## src/rtl/div_issue_ctrl.sv

```systemverilog
// EX-stage issue controller for the multi-cycle divider: drives the start/cancel handshake,
// stalls the pipeline while a divide runs and returns the selected quotient or remainder.
module div_issue_ctrl #(
  parameter int DATA_W        = 32,
  parameter int CANCEL_CYCLES = 2
) (
  input  logic                clk,
  input  logic                rst,
  input  logic                req_valid,
  input  logic [1:0]          req_op,
  input  logic [DATA_W-1:0]   req_src1,
  input  logic [DATA_W-1:0]   req_src2,
  input  logic                flush,
  output logic                stall_req,
  output logic [DATA_W-1:0]   result_o,
  output logic                result_vld,
  output logic                div_start,
  output logic                div_cancel,
  output logic                div_signed,
  output logic [DATA_W-1:0]   div_op1,
  output logic [DATA_W-1:0]   div_op2,
  input  logic [2*DATA_W-1:0] div_result,
  input  logic                div_done
);

  typedef enum logic [1:0] {
    IDLE    = 2'd0,
    BUSY    = 2'd1,
    RELEASE = 2'd2,
    CANCEL  = 2'd3
  } state_e;

  localparam logic [1:0] CANCEL_LAST = 2'(CANCEL_CYCLES - 1);

  state_e              state_q, state_d;
  logic [1:0]          cnt_q, cnt_d;
  logic                sel_rem_q, sel_rem_d;
  logic                start_q, start_d;
  logic                cancel_q, cancel_d;
  logic                signed_q, signed_d;
  logic                vld_q, vld_d;
  logic [DATA_W-1:0]   op1_q, op1_d;
  logic [DATA_W-1:0]   op2_q, op2_d;
  logic [DATA_W-1:0]   res_q, res_d;
  logic                accept_s;

  // Stall must rise in the accept cycle itself, so it is decoded from state and request.
  assign accept_s  = (state_q == IDLE) & req_valid & ~flush & ~rst;
  assign stall_req = accept_s | (state_q == BUSY);

  always_comb begin
    state_d   = state_q;
    cnt_d     = cnt_q;
    sel_rem_d = sel_rem_q;
    start_d   = start_q;
    cancel_d  = cancel_q;
    signed_d  = signed_q;
    vld_d     = 1'b0;
    op1_d     = op1_q;
    op2_d     = op2_q;
    res_d     = res_q;
    case (state_q)
      IDLE: begin
        if (accept_s) begin
          op1_d     = req_src1;
          op2_d     = req_src2;
          signed_d  = ~req_op[1];
          sel_rem_d = req_op[0];
          start_d   = 1'b1;
          state_d   = BUSY;
        end else begin
          start_d   = 1'b0;
        end
      end
      BUSY: begin
        // A flush wins over a simultaneous done: the result belongs to a killed op.
        if (flush) begin
          start_d  = 1'b0;
          cancel_d = 1'b1;
          cnt_d    = CANCEL_LAST;
          state_d  = CANCEL;
        end else if (div_done) begin
          res_d   = sel_rem_q ? div_result[2*DATA_W-1:DATA_W] : div_result[DATA_W-1:0];
          vld_d   = 1'b1;
          start_d = 1'b0;
          state_d = RELEASE;
        end else begin
          start_d = 1'b1;
        end
      end
      RELEASE: begin
        state_d = IDLE;
      end
      CANCEL: begin
        if (cnt_q == 2'd0) begin
          cancel_d = 1'b0;
          state_d  = IDLE;
        end else begin
          cnt_d = cnt_q - 2'd1;
        end
      end
      default: begin
        start_d  = 1'b0;
        cancel_d = 1'b0;
        state_d  = IDLE;
      end
    endcase
  end

  always_ff @(posedge clk or posedge rst) begin
    if (rst) begin
      state_q   <= IDLE;
      cnt_q     <= 2'd0;
      sel_rem_q <= 1'b0;
      start_q   <= 1'b0;
      cancel_q  <= 1'b0;
      signed_q  <= 1'b0;
      vld_q     <= 1'b0;
      op1_q     <= '0;
      op2_q     <= '0;
      res_q     <= '0;
    end else begin
      state_q   <= state_d;
      cnt_q     <= cnt_d;
      sel_rem_q <= sel_rem_d;
      start_q   <= start_d;
      cancel_q  <= cancel_d;
      signed_q  <= signed_d;
      vld_q     <= vld_d;
      op1_q     <= op1_d;
      op2_q     <= op2_d;
      res_q     <= res_d;
    end
  end

  assign result_o   = res_q;
  assign result_vld = vld_q;
  assign div_start  = start_q;
  assign div_cancel = cancel_q;
  assign div_signed = signed_q;
  assign div_op1    = op1_q;
  assign div_op2    = op2_q;

endmodule

```

## config.mk

```make
export PLATFORM = sky130hd
export DESIGN_NAME = div_issue_ctrl
export DESIGN_NICKNAME = d
export VERILOG_FILES = /design/src/rtl/div_issue_ctrl.sv
export SDC_FILE = /design/constraint.sdc
export NUM_CORES = 1
export LEC_CHECK = 0
export BUFFER_PORTS_ARGS = -buffer_cell sky130_fd_sc_hd__buf_2
export CAP_MARGIN = 0
export CORE_ASPECT_RATIO = 1.25
export CORE_MARGIN = 2
export CORE_UTILIZATION = 44
export DETAILED_ROUTE_END_ITERATION = 16
export PLACE_DENSITY_LB_ADDON = 0.2
export SKIP_LAST_GASP = 1
export SLEW_MARGIN = 20
export SYNTH_ARGS = -nofsm -noshare
export SYNTH_HDL_FRONTEND = slang
export SYNTH_SLANG_ARGS = --single-unit
```

## constraint.sdc

```tcl
create_clock -name clk -period 5.3 [get_ports clk]
set_input_delay 0.53 -clock clk [delete_from_list [all_inputs] [get_ports clk]]
set_output_delay 0.53 -clock clk [all_outputs]
set_load 0.02 [all_outputs]
```

==> impl_metrics.json <==
{
  "grt_first_pass_wirelength_um": 15090,
  "status": "finished clean",
  "std_cell_rows": 40,
  "numClockSinks": 105,
  "die_w_um": 92.30,
  "synth_edf_count": 0,
  "irDropWorstVdd_v": 0.0003759,
  "drc": 0,
  "overflow": 0,
  "cts_tree": "done",
  "grt_start_max_net_pins": 66,
  "crit_top_cell": "buf_2",
  "critPathMaxStageDelay_ps": 500,
  "diodes": 0,
  "fin_nets": 683,
  "critPathKind": "in -> out",
  "postRouteAntennaNets": 0,
  "cts_made_buffers": 9,
  "crit_path_end_kind": "output pin",
  "min_path_type": "in -> async",
  "yosysWarnings": 0,
  "synthTopCellsByArea": "dfrtp_1 61%, mux2_2 15%, mux2i_1 7.7%, a21oi_1 4.1%, nor2_1 3.0%",
  "drive_gt1_share_pct": 58.51,
  "startpoint": "rst",
  "ys_seq_area_share_pct": 61.28,
  "cp-start-kind": "primary input",
  "areaGrowthSynthToFinish_pct": 37.64,
  "crit_slowest_cell": "nand4_4",
  "fillers": 784,
  "antenna_found_initial": 0,
  "cp_data_required_time_ps": 4770,
  "async_flop_share_pct": 100.0,
  "wl_per_cell_um": 14.26,
  "yosysTopAreaCell": "dfrtp_1",
  "path_clk_slew_ps": 60,
  "synth-seq-cells": 105,
  "cp_data_arrival_time_ps": 1950,
  "tightest_slew_ps": 895.0,
  "hold_viol_final": 0,
  "period_needed_ps": 2482,
  "finalSetupViolCount": 0,
  "layout_commonest_cell": "buf_2",
  "drt_iter0_drc": 85,
  "synthCells": 318,
  "globalplace.congestion": 0.7079,
  "htreeDepth": 3,
  "routed_wl_um": 9668,
  "numPortBuffers": 235,
  "seq_area_um2": 2629,
  "slew_headroom_pct": 40.34,
  "dr.pass1.iters": 4,
  "multiInputGateArea_um2": 1539,
  "max_cap_viol_count": 0,
  "final_cell_mix": "235 x buf_2, 104 x dfrtp_1, 59 x mux2_2, 35 x a21oi_1, 34 x nor2_1",
  "placed_cell_area_um2": 5534,
  "vias": 3236,
  "tns_ps": 0,
  "core_area_um2": 9559,
  "synth.avg_cell_area_um2": 13.48,
  "synthFlopType": "dfrtp_1",
  "fp.dieH_um": 114.4,
  "root_buffer": "clkbuf_16",
  "post_cts_resized": 0,
  "first_global_vias": 3182,
  "skew_ps": 5.089,
  "final_area_um2": 5902,
  "syn-num-nets": 454,
  "drv_slew": 0,
  "io_pins": 236,
  "path_cells": "buf_2, inv_4, nand4_4, o21ai_0, buf_2",
  "start_util_pct": 44.86,
  "insertion_delay_ps": 340,
  "worstPathMaxFanout": 45,
  "dp.final_hpwl_um": 7275,
  "syn_area_um2": 4288,
  "clockBufferDepth": 2,
  "hold_buffers": 0,
  "grt_util_all_layers_pct": 18.31,
  "post-route-period-util_pct": 46.83,
  "synth_cell_type_count": 22,
  "max_freq_mhz": 402.9,
  "cts_setup_buffers": 0,
  "r2r_start": "state_q[1]",
  "die_area_um2": 10560,
  "p_per_area_nw_per_um2": 642.0,
  "synth_top_area_share_pct": 61.28,
  "p_leak_nw": 3.033,
  "rsz0062_at_grt": "no",
  "viasPerCell": 4.773
}
## state kept, by name, indices dropped and copies added, names as in the netlist
name / count
div_start: 1
result_vld: 1
state_q: 2
div_cancel: 1
div_op2: 32
div_signed: 1
sel_rem_q: 1
result_o: 32
div_op1: 32
cnt_q: 2
## worst paths after layout
check | endpoint | slack (ps) | depth (start not counted)
setup reg to reg | div_op1[23] | 3210 | 4
setup / recovery | stall_req | 2820 | 5
max in group asynchronous | div_op2[3] | 3870 | 3
hold / removal | result_o[24] | 250 | 2
min in group clk | div_signed | 360 | 2
hold reg to reg | div_op2[12] | 500 | 1
## critical path: cells and delay by family
family	cells	cell delay (ps)
compound gates	1	210
buf+inv	3	700
simple gates	1	500
## synthesized netlist by cell type (2+ instances only)
library cell  instances
buf_4                 3
buf_6                 2
inv_1                 5
nand2b_1              2
nand2_1               5
nor2_1               34
buf_2                14
mux2i_1              33
mux2_2               59
mux2_4                6
dfrtp_1             105
a21oi_1              35
o21ai_0               6
## metal layers
metal	share of wire (%)	global-route usage, %
met1	41	22.45
met2	48	30.05
met3	9.7	5.530
met4	2.0	8.159
met5	0	0
## power by group
| group | leakage, nW | internal (mW) | switching, mW | total (mW) |
|---|---|---|---|---|
| Combinational | 1.63 | 0.664 | 0.895 | 1.56 |
| Clock | 0.175 | 0.500 | 0.276 | 0.776 |
| Sequential | 1.23 | 1.19 | 0.260 | 1.45 |
| Total | 3.03 | 2.36 | 1.43 | 3.79 |
## through the flow
step	utilization, %	hold WS, ps	power [mW]	std cells	setup slack [ps]
detailed placement	57.89	489.7	3.044	662	2696
finish	61.74	249.4	3.789	678	2818
floorplan	-	487.3	2.473	318	1001
CTS	61.70	269.2	3.828	678	2733
global placement	57.89	482.5	2.995	662	2750
global route	61.74	300.7	4.012	678	2598
## area by class of cell
| cell class | count | share of cell area, % |
|---|---|---|
| inverter | 5 | 0.3604 |
| clock buffer | 12 | 4.516 |
| tap | 126 | 2.671 |
| timing repair buffer | 237 | 20.18 |
| multi-input combinational | 189 | 26.08 |
| clock inverter | 4 | 1.654 |
| sequential | 105 | 44.54 |
## cell families (layout without fill, tap and decap cells)
kind of cell / count (synthesis) / in the layout / share of synthesized area [%]
compound gates: 43 / 43 / 5.165
fa+ha+maj: 1 / 1 / 0.2918
buf+inv: 24 / 258 / 3.122
flops: 105 / 105 / 61.28
mux: 98 / 98 / 25.30
simple gates: 47 / 47 / 4.844
Power figures use the tool's default switching activity.
